$ cat src/rtl/key_conditioner_pkg.sv
// key_pkg: key codes, FSM states and default debounce length for key_conditioner
package key_pkg;
  localparam int DEBOUNCE_DEFAULT = 250000;
  localparam logic [2:0] KEY_I1 = 3'd0;
  localparam logic [2:0] KEY_I2 = 3'd1;
  localparam logic [2:0] KEY_I3 = 3'd2;
  localparam logic [2:0] KEY_I4 = 3'd3;
  localparam logic [2:0] KEY_ENTER = 3'd4;
  localparam logic [2:0] KEY_NONE = 3'd7;
  typedef enum logic {IDLE, HELD} state_t;
  // Lowest-index set bit wins, so I1 beats every other key
  function automatic logic [2:0] first_key(input logic [4:0] ev);
    first_key = KEY_NONE;
    for (int i = 4; i >= 0; i--)
      if (ev[i]) first_key = 3'(i);
  endfunction
endpackage

$ cat src/rtl/key_conditioner_if.sv
// key_conditioner_if: raw button levels in, conditioned press pulses and status out
interface key_conditioner_if;
  logic I1_raw, I2_raw, I3_raw, I4_raw, enter_raw;
  logic I1, I2, I3, I4, enter;
  logic [2:0] key_code;
  logic key_valid;
  logic busy;
  modport master (
    output I1_raw, I2_raw, I3_raw, I4_raw, enter_raw,
    input  I1, I2, I3, I4, enter, key_code, key_valid, busy
  );
  modport slave (
    input  I1_raw, I2_raw, I3_raw, I4_raw, enter_raw,
    output I1, I2, I3, I4, enter, key_code, key_valid, busy
  );
endinterface

$ cat src/rtl/key_conditioner_debounce_cell.sv
// debounce_cell: 2-flop synchroniser plus counter debounce for one button
module debounce_cell #(
  parameter int DEBOUNCE_CYCLES = 250000
) (
  input  logic clk,
  input  logic reset,
  input  logic raw,
  output logic stable,
  output logic rise
);
  localparam int CW = $clog2(DEBOUNCE_CYCLES + 1);
  logic [1:0] r_sync;
  logic [CW-1:0] r_cnt;
  logic r_stable, r_rise;
  logic w_diff, w_flip;
  assign w_diff = r_sync[1] ^ r_stable;
  assign w_flip = w_diff && (r_cnt == CW'(DEBOUNCE_CYCLES - 1));
  // Any sample matching the stable level restarts the count; a full run of differing samples flips it
  always_ff @(posedge clk) begin
    if (reset) begin
      r_sync <= '0;
      r_cnt <= '0;
      r_stable <= 1'b0;
      r_rise <= 1'b0;
    end else begin
      r_sync <= {r_sync[0], raw};
      r_cnt <= (!w_diff || w_flip) ? '0 : r_cnt + 1'b1;
      r_stable <= r_stable ^ w_flip;
      r_rise <= w_flip & ~r_stable;
    end
  end
  assign stable = r_stable;
  assign rise = r_rise;
endmodule

$ cat src/rtl/key_conditioner.sv
// key_conditioner: debounces five buttons and accepts one press at a time as a pulse plus code
module key_conditioner
  import key_pkg::*;
#(
  parameter int DEBOUNCE_CYCLES = DEBOUNCE_DEFAULT
) (
  input logic clk,
  input logic reset,
  key_conditioner_if.slave bus
);
  logic [4:0] w_raw, w_stable, w_rise, w_pulse, r_pulse;
  logic [2:0] w_code, r_code;
  logic w_hit, r_valid;
  state_t r_state, w_next;
  assign w_raw = {bus.enter_raw, bus.I4_raw, bus.I3_raw, bus.I2_raw, bus.I1_raw};
  for (genvar i = 0; i < 5; i++) begin : g_cell
    debounce_cell #(.DEBOUNCE_CYCLES(DEBOUNCE_CYCLES)) u_cell (
      .clk(clk),
      .reset(reset),
      .raw(w_raw[i]),
      .stable(w_stable[i]),
      .rise(w_rise[i])
    );
  end
  // Accept a press only when idle; stay locked until every key has debounced back to released
  always_comb begin
    w_hit = (r_state == IDLE) && (|w_rise);
    w_code = w_hit ? first_key(w_rise) : r_code;
    w_pulse = w_hit ? (5'b1 << w_code) : 5'b0;
    w_next = w_hit ? HELD : ((r_state == HELD) && !(|w_stable)) ? IDLE : r_state;
  end
  // FSM state register
  always_ff @(posedge clk) begin
    if (reset) r_state <= IDLE;
    else r_state <= w_next;
  end
  // Registered outputs so nothing combinational reaches the ports
  always_ff @(posedge clk) begin
    if (reset) begin
      r_pulse <= '0;
      r_valid <= 1'b0;
      r_code <= KEY_NONE;
    end else begin
      r_pulse <= w_pulse;
      r_valid <= w_hit;
      r_code <= w_code;
    end
  end
  assign {bus.enter, bus.I4, bus.I3, bus.I2, bus.I1} = r_pulse;
  assign bus.key_valid = r_valid;
  assign bus.key_code = r_code;
  assign bus.busy = (r_state == HELD);
endmodule

$ cat src/flat_wrapper.sv
// flat-port wrapper written by rule: the top's interface ports become plain ports
module key_conditioner_flat import key_pkg::*;
#(
  parameter int DEBOUNCE_CYCLES = DEBOUNCE_DEFAULT
)
  (clk, reset, bus_I1_raw, bus_I2_raw, bus_I3_raw, bus_I4_raw, bus_enter_raw, bus_I1, bus_I2, bus_I3, bus_I4, bus_enter, bus_key_code, bus_key_valid, bus_busy);
  key_conditioner_if bus_i ();
  input logic clk;
  input logic reset;
  input wire logic [$bits(bus_i.I1_raw)-1:0] bus_I1_raw;
  input wire logic [$bits(bus_i.I2_raw)-1:0] bus_I2_raw;
  input wire logic [$bits(bus_i.I3_raw)-1:0] bus_I3_raw;
  input wire logic [$bits(bus_i.I4_raw)-1:0] bus_I4_raw;
  input wire logic [$bits(bus_i.enter_raw)-1:0] bus_enter_raw;
  output wire logic [$bits(bus_i.I1)-1:0] bus_I1;
  output wire logic [$bits(bus_i.I2)-1:0] bus_I2;
  output wire logic [$bits(bus_i.I3)-1:0] bus_I3;
  output wire logic [$bits(bus_i.I4)-1:0] bus_I4;
  output wire logic [$bits(bus_i.enter)-1:0] bus_enter;
  output wire logic [$bits(bus_i.key_code)-1:0] bus_key_code;
  output wire logic [$bits(bus_i.key_valid)-1:0] bus_key_valid;
  output wire logic [$bits(bus_i.busy)-1:0] bus_busy;
  assign bus_i.I1_raw = bus_I1_raw;
  assign bus_i.I2_raw = bus_I2_raw;
  assign bus_i.I3_raw = bus_I3_raw;
  assign bus_i.I4_raw = bus_I4_raw;
  assign bus_i.enter_raw = bus_enter_raw;
  assign bus_I1 = bus_i.I1;
  assign bus_I2 = bus_i.I2;
  assign bus_I3 = bus_i.I3;
  assign bus_I4 = bus_i.I4;
  assign bus_enter = bus_i.enter;
  assign bus_key_code = bus_i.key_code;
  assign bus_key_valid = bus_i.key_valid;
  assign bus_busy = bus_i.busy;
  key_conditioner #(.DEBOUNCE_CYCLES(DEBOUNCE_CYCLES)) u_core (.clk(clk), .reset(reset), .bus(bus_i));
endmodule
$ cat config.mk
export PLATFORM = sky130hd
export DESIGN_NAME = key_conditioner_flat
export DESIGN_NICKNAME = d
export VERILOG_FILES = /design/src/rtl/key_conditioner_pkg.sv /design/src/rtl/key_conditioner_if.sv /design/src/rtl/key_conditioner_debounce_cell.sv /design/src/rtl/key_conditioner.sv /design/src/flat_wrapper.sv
export SDC_FILE = /design/constraint.sdc
export NUM_CORES = 1
export LEC_CHECK = 0
export CAP_MARGIN = 30
export CORE_ASPECT_RATIO = 1.2
export CORE_MARGIN = 3
export CORE_UTILIZATION = 50
export CTS_CLUSTER_DIAMETER = 80
export DETAILED_ROUTE_END_ITERATION = 8
export GPL_ROUTABILITY_DRIVEN = 0
export PLACE_DENSITY = 0.67
export SLEW_MARGIN = 20
export SYNTH_ARGS = -nofsm -noshare
export SYNTH_HDL_FRONTEND = slang
export SYNTH_HIERARCHICAL = 1
export SYNTH_SLANG_ARGS = --single-unit
$ cat constraint.sdc
create_clock -name clk -period 2.4 [get_ports clk]
set_input_delay 0.36 -clock clk [delete_from_list [all_inputs] [get_ports clk]]
set_output_delay 0.36 -clock clk [all_outputs]
set_load 0.02 [all_outputs]
### Word level (Yosys, flattened, before mapping)

Index checks and enable logic that the tools add are counted.

| word-level totals | value |
|---|---|
| flip-flop bits (word level) | 120 |
| latch bits | 0 |
| RAM bits | 0 |
| ROM bits | 0 |
| bits of input ports | 7 |
| memories kept | 0 |

| operators by class | value |
|---|---|
| $add $sub $neg | 5 |
| $mul | 0 |
| div/mod/pow operators | 0 |
| magnitude comparators | 0 |
| eq/ne operators | 5 |
| shift-type cells | 1 |
| multiplexer cells | 8 |
| bitwise gates (word level) | 22 |
| reductions and logical operators | 27 |

Operators with widths:

| operator | number |
|---|---|
| $add 18x1->18 const B | 5 |
| $eq 18x18->1 const B | 5 |
| $mux 3 | 5 |
| $reduce_or 2->1 | 6 |
| $reduce_or 5->1 | 2 |
| $xor 1x1->1 | 10 |
| $logic_and 1x1->1 | 7 |
| $not 1->1 | 7 |
| $logic_not 1->1 | 6 |
| $and 1x1->1 | 5 |
| $logic_or 1x1->1 | 5 |
| $shl 1x3->5 const A | 1 |
| $mux 1 | 2 |
| $mux 2 | 1 |
| $reduce_bool 2->1 | 1 |

### Logic depth before layout (Yosys ltp)

Gate-level depths: netlist (run 1).

| depth | value |
|---|---|
| depth in word-level cells | 7 |
| mapped depth | 6 |
| mapped depth without buffers | 5 |

### Cells and area by module

Netlist (run 1), hierarchy kept.

Modules (own cells, without submodules):

| module | times used | cells each | area each (µm²) | sequential area each (µm²) |
|---|---|---|---|---|
| debounce_cell | 5 | 109 | 960.9 | 440.4 |
| key_conditioner | 1 | 39 | 379.1 | 200.2 |

### Worst setup path before layout (run 1)

Ideal clock, no wire load.

| path | value |
|---|---|
| path type | register -> register |
| from | reg u_core.g_cell[0].u_cell.r_cnt[2] |
| to | reg u_core.g_cell[0].u_cell.r_cnt[17] |
| library setup time | 71 ps |
| arrival time | 1749 ps |
| path slack | 580 ps |
| cell stages (with the launch flop) | 6 |
| path buffers | 1 |
| cell sequence | dfxtp_1 > nand4_2 > or4_1 > clkbuf_2 > or4_1 > a21oi_1 |

| on the way | value |
|---|---|
| cells in the longest elaborated chain, start to end | 4 |
| elaborated cells on any way between the ends | 5 |

RTL lines:

| what | line | RTL |
|---|---|---|
| from (decl) | key_conditioner_debounce_cell.sv:13 | `logic [CW-1:0] r_cnt;` |
| from (signal assigned) | key_conditioner_debounce_cell.sv:27 | `r_cnt <= (!w_diff \|\| w_flip) ? '0 : r_cnt + 1'b1;` |
| parallel branches: the longest is 4 deep, another holds $add 18x1->18 | n/a |  |

Parallel ways; which one is timed is not known.
A chain may end at the register's enable or synchronous reset.

### Worst setup path after layout (run 1)

| path | value |
|---|---|
| from | reg u_core.r_state (netlist: u_core/bus.busy) |
| to | out bus_busy |

RTL lines:

| what | line | RTL |
|---|---|---|
| from (decl) | key_conditioner.sv:14 | `state_t r_state, w_next;` |
| from (signal assigned) | key_conditioner.sv:35 | `else r_state <= w_next;` |
| to (decl) | flat_wrapper.sv:22 | `output wire logic [$bits(bus_i.busy)-1:0] bus_busy;` |

No word-level cell between the ends.

==> results_dict.tcl, run 1 <==
set metrics [dict create \
    status "finished clean" \
    wire_per_inst_um 13.7 \
    syn-cell-area_mm2 0.00518 \
    coreArea_mm2 0.0101 \
    syn_avg_cell_area_um2 8.88 \
    cp.required_ns 2.04 \
    fin_crit_sh_pct 83.8 \
    ir_drop_v 0.000567 \
    clock_latency_ns 0.40 \
    cts_tree "built" \
    synthesis.nets 596 \
    yosys.area_share.adder_pct 1.21 \
    synth_common_cells "dfxtp_1 (120), nor2_1 (88), xnor2_1 (65)" \
    cts_buffer_depth 2 \
    synth_top_area_share_pct 46.3 \
    dp_hpwl_um 7140 \
    yosysTopAreaCell "dfxtp_1" \
    relSlewSlack_pct 64.7 \
    power.total_mw 4.75 \
    start_util_pct 51.5 \
    worstSetupPathType "flip-flop to output port" \
    clkTransAtPathRegs_ns 0.05 \
    muxShareOfSynthArea_pct 0 \
    synth_top_family_by_area "simple AND/OR/NAND/NOR gates" \
    final_area_mm2 0.00615 \
    nets 627 \
    portBuffers 16 \
    skew_ns 0.00508 \
    cts_resized 0 \
    die_h_um 118 \
    critPathTopFamily "buffers and inverters" \
    viasPerCell 5.65 \
    tns_ns 0 \
    num_rows 40 \
    ys.warnings.count 6 \
    hold_slack_ns 0.434 \
    cp-end-kind "output port" \
    diodes 0 \
    layout-drive-gt1-share_pct 7.66 \
    cts_hold_buf 0 \
    slew_violations 0 \
    syn_inst 584 \
    dr.pass1.iters 5 \
    routed_wl_um 10300 \
    cpPeakStageDelay_ns 0.70 \
    crit_arrival_ns 1.65 \
    yosys-top-cells-area "dfxtp_1 (46%), xnor2_1 (11%), nor2_1 (6.4%)" \
    worst_setup_path_start_kind "flip-flop" \
    drt_iter0_markers 229 \
    ys.flop_type "dfxtp_1" \
    grt_pass1_vias 4111 \
    finalSetupViolations 0 \
    tightest_slew_ns 0.526 \
    antenna_found_initial 0 \
    worst-path-buf-inv 1 \
    clock-sinks 120 \
    hold_viol 0 \
    chipWidth_um 99.0 \
    cts_root_buffer "clkbuf_16" \
    syn_to_final_growth_pct 18.7 \
    grt_setup_unrepaired "no" \
    grt_max_degree 18 \
    hp-class "flip-flop to flip-flop" \
    postCtsSetupBuffers 0 \
    slowest_stage "clkdlybuf4s50_1" \
    max_freq_ghz 0.497 \
    synthSimpleGateAreaFrac_pct 32.5 \
    grt_overflow 0 \
    power_density_mw_per_mm2 772 \
    grt_pass1_wl_um 18200 \
    dpl_cell_area_mm2 0.00552 \
    cts_buffers 17 \
    leakage_nw 1.94 \
    die_area_mm2 0.0116 \
    path_max_fanout 12 \
    cap_viol_max_count 0 \
    synth_compound_area_share_pct 5.00 \
    htree_levels 4 \
    postRouteAntennaNets 0 \
    grt.total_usage_pct 18.7 \
    drt_drc_violations_left 0 \
    synth-seq-cells 120 \
    synth_xor_xnor_area_share_pct 12.7 \
    period_minus_slack_ns 2.01 \
    synth_edf_count 0 \
    ys_seq_area_share_pct 46.3 \
    path_cells "clkdlybuf4s50_1" \
    synth_cell_types 32 \
    async_flop_share_pct 0 \
    via_count 4254 \
    synth.most_common_cell "dfxtp_1" \
    io_pins 17 \
    fillers 867 \
]
==> cells by family after synthesis <==
| kind of cell | count (synthesis) |
|---|---|
| AOI/OAI and AO/OA | 42 |
| xor gates and xnor gates | 75 |
| adders and majority gates | 5 |
| buffers and inverters | 29 |
| DFF | 120 |
| and+or+nand+nor | 313 |
==> placed cells by master, fill, tap and decap left out, types with 2 or more instances in the layout <==
cell type and instances:
clkbuf_1 2, xnor2_1 65, dfxtp_1 120, buf_4 12
o21ai_0 7, nor3_1 38, nand3_1 21, o31ai_1 15
and4_1 5, clkinv_2 3, nor2_1 88, nand4_1 35
nor2b_1 21, or4_1 21, bufinv_16 4, ha_1 5
xor2_1 10, clkbuf_16 17, o21ai_1 5, and3_1 11
nor3b_1 2, nand2b_1 5, a21oi_1 11, inv_1 13
nor4_1 32, nand2_1 26, nand4_2 5, clkdlybuf4s50_1 16
clkbuf_8 4
==> per-stage QoR <==
| stage | std cells | util, % | setup slack [ns] |
|---|---|---|---|
| final | 753 | 61.2 | 0.388 |
| after CTS | 753 | 61.2 | 0.362 |
| after floorplan | 584 | - | 0.580 |
| after global placement | 722 | 54.9 | 0.461 |
| after global routing | 753 | 61.2 | 0.295 |
| after detailed placement | 722 | 54.9 | 0.435 |
==> area by class of cell <==
type / instances / area, um2 / area share (%)
multi-input combinational: 435 / 2670 / 43.3
clock buffer: 23 / 488 / 7.93
inverter: 13 / 48.8 / 0.793
timing repair buffer: 28 / 250 / 4.07
clock inverter: 8 / 143 / 2.32
sequential: 120 / 2400 / 39.0
tap: 126 / 158 / 2.56
==> state kept, by name (all words and copies together) (netlist names), named ones only <==
register                     cells
u_core/bus.busy                  1
u_core/bus.key_code              3
u_core/bus.key_valid             1
u_core/g_cell.u_cell/r_cnt      90
u_core/g_cell.u_cell/r_sync     10
u_core/g_cell.u_cell/rise        5
u_core/r_pulse                   5
==> path summary, 6_finish.rpt <==
check	slack (ns)	startpoint	end	depth (start not counted)
worst min register to register	0.43	u_core/g_cell[1].u_cell/r_sync[0]	u_core/g_cell[1].u_cell/r_sync[1]	1
worst min-delay path	0.43	u_core/g_cell[1].u_cell/r_sync[0]	u_core/g_cell[1].u_cell/r_sync[1]	1
worst max-delay path	0.39	u_core/bus.busy	bus_busy	1
worst max register to register	0.39	u_core/g_cell[4].u_cell/r_cnt[2]	u_core/g_cell[4].u_cell/r_cnt[17]	4
==> power by group <==
group | total [mW] | internal (mW) | switching, mW
Combinational | 0.0559 | 0.0260 | 0.0299
Clock | 2.68 | 1.84 | 0.846
Sequential | 2.01 | 2.00 | 0.00596
==> routing by layer <==
layer  share of wire [%]  GRT usage, %  vias up  wire length (um)
met3                 4.1          5.22       15               424
li1                    -             -     2156                 -
met1                  46          23.4     1990              4740
met4                 1.5          6.83        0               155
met2                  49          30.6       93              5030
met5                   0             0        -                 0
Note: power is estimated with default switching activity, not from simulation.
==> inputs of run 2 (changes only) <==
==> constraint.sdc (replaced) <==
create_clock -name clk -period 1.95 [get_ports clk]
set_input_delay 0.2925 -clock clk [delete_from_list [all_inputs] [get_ports clk]]
set_output_delay 0.2925 -clock clk [all_outputs]
set_load 0.02 [all_outputs]
==> results_dict.tcl, run 2 (synthesis results as in run 1) <==
set metrics [dict create \
    status "finished clean" \
    dr.pass1.iters 5 \
    clock_latency_ns 0.40 \
    relSlewSlack_pct 72.7 \
    grt_overflow 0 \
    die_h_um 118 \
    finalSetupViolations 0 \
    layout-drive-gt1-share_pct 10.9 \
    clock-sinks 120 \
    hold_viol 0 \
    skew_ns 0.00895 \
    fillers 839 \
    path_max_fanout 6 \
    viasPerCell 5.58 \
    grt_pass1_vias 4107 \
    portBuffers 16 \
    largest_register "u_core/g_cell.u_cell/r_cnt" \
    final_area_mm2 0.00619 \
    start_util_pct 51.5 \
    num_rows 40 \
    hp-class "flip-flop to flip-flop" \
    tns_ns 0 \
    power_density_mw_per_mm2 862 \
    htree_levels 4 \
    crit_arrival_ns 2.19 \
    grt.total_usage_pct 19.2 \
    dpl_cell_area_mm2 0.00564 \
    whs_path_depth 1 \
    io_pins 17 \
    drt_iter0_markers 207 \
    clkTransAtPathRegs_ns 0.05 \
    cp.required_ns 2.28 \
    nets 641 \
    largest_reg_flops 90 \
    routed_wl_um 10400 \
    die_area_mm2 0.0116 \
    dp_hpwl_um 7170 \
    cp-end-kind "flip-flop" \
    fin_crit_sh_pct 95.4 \
    grt_max_degree 38 \
    cts_buffer_depth 2 \
    via_count 4275 \
    postRouteAntennaNets 0 \
    drt_drc_violations_left 0 \
    worst_setup_path_start_kind "flip-flop" \
    worstSetupPathType "flip-flop to flip-flop" \
    rr_worst_depth 4 \
    max_freq_ghz 0.537 \
    syn_to_final_growth_pct 19.5 \
    cts_root_buffer "clkbuf_16" \
    tightest_slew_ns 0.408 \
    chipWidth_um 99.0 \
    cts_buffers 17 \
    postCtsSetupBuffers 0 \
    largestRegisters "u_core/g_cell.u_cell/r_cnt: 90 flops, u_core/g_cell.u_cell/r_sync: 10 flops" \
    cap_viol_max_count 0 \
    wire_per_inst_um 13.6 \
    leakage_nw 1.97 \
    grt_setup_unrepaired "no" \
    cts_hold_buf 0 \
    slew_violations 0 \
    layout_commonest_cell "dfxtp_1" \
    cts_tree "built" \
    period_minus_slack_ns 1.86 \
    grt_pass1_wl_um 18600 \
    ir_drop_v 0.000527 \
    final_cell_mix "dfxtp_1 (112), nor2_1 (88), xnor2_1 (65), nor3_1 (38), nand4_1 (35)" \
    diodes 0 \
    antenna_found_initial 0 \
    coreArea_mm2 0.0101 \
]
## run 2: changes by cell type in the layout (fill, tap and decap cells not counted)
cell,delta
buf_4,+13
dfxtp_1,-8
dfxtp_2,+8
bufinv_16,-3
clkbuf_8,-2
clkinv_2,+2
clkinvlp_4,+2
buf_12,+1
or4_1,-1
or4_4,+1
## run 2: critical path: stages (launching register included)
cell,delay [ns]
dfxtp_1,0.44
inv_1,0.08
or4_1,0.63
or4_1,0.50
a21oi_1,0.14
## run 2: repair_timing
action	in CTS	in global routing
endpoints found under the setup margin	1	3
gates cloned	0	0
gates resized for setup	1	8
## run 2: routing by layer
metal  vias up  track usage (%)  wire, um
met2        55             31.6      5190
li1       2193                -         -
met4         0             7.34        80
met1      2019             23.5      4870
met3         8             5.45       270
met5         -                0         0
## run 2: power breakdown
group	total, mW	leakage [nW]	switching (mW)	internal [mW]
Clock	2.80	0.260	1.01	1.79
Combinational	0.0682	0.733	0.0359	0.0323
Sequential	2.48	0.973	0.00710	2.47
Total	5.34	1.97	1.05	4.29
## run 2: stage by stage
step / power, mW / hold slack, ns / utilization [%] / instances / setup slack (ns)
after floorplan: 2.55 / 0.364 / - / 584 / 0.130
after global placement: 2.59 / 0.418 / 56.1 / 736 / 0.133
after detailed placement: 2.59 / 0.424 / 56.1 / 736 / 0.0932
after CTS: 5.42 / 0.430 / 61.4 / 766 / 0.0622
after global routing: 5.54 / 0.430 / 61.6 / 766 / 0.00969
final: 5.34 / 0.424 / 61.6 / 766 / 0.0889
## run 2: cell type report
cell class / count / area (um2) / area share, %
Multi-Input combinational cell: 435 / 2670 / 43.1
Clock inverter: 9 / 77.6 / 1.25
Clock buffer: 21 / 460 / 7.43
Inverter: 13 / 48.8 / 0.788
Tap cell: 126 / 158 / 2.55
Timing Repair Buffer: 42 / 368 / 5.94
Sequential cell: 120 / 2410 / 38.9
## run 2: path summary, 6_finish.rpt
check                                      endpoint                               from  slack [ns]
setup reg to reg  u_core/g_cell[1].u_cell/r_cnt[17]   u_core/g_cell[1].u_cell/r_cnt[4]        0.09
setup / recovery  u_core/g_cell[1].u_cell/r_cnt[17]   u_core/g_cell[1].u_cell/r_cnt[4]        0.09
hold / removal    u_core/g_cell[1].u_cell/r_sync[1]  u_core/g_cell[1].u_cell/r_sync[0]        0.42
hold reg to reg   u_core/g_cell[1].u_cell/r_sync[1]  u_core/g_cell[1].u_cell/r_sync[0]        0.42
==> inputs of run 3 (changes only) <==
--- a/config.mk
+++ b/config.mk
@@ -5,7 +5,6 @@
 export SDC_FILE = /design/constraint.sdc
 export NUM_CORES = 1
 export LEC_CHECK = 0
-export CAP_MARGIN = 30
 export CORE_ASPECT_RATIO = 1.2
 export CORE_MARGIN = 3
 export CORE_UTILIZATION = 50
==> results of run 3 <==
Same layout as run 2: the final DEF is identical, and so are final timing and power.
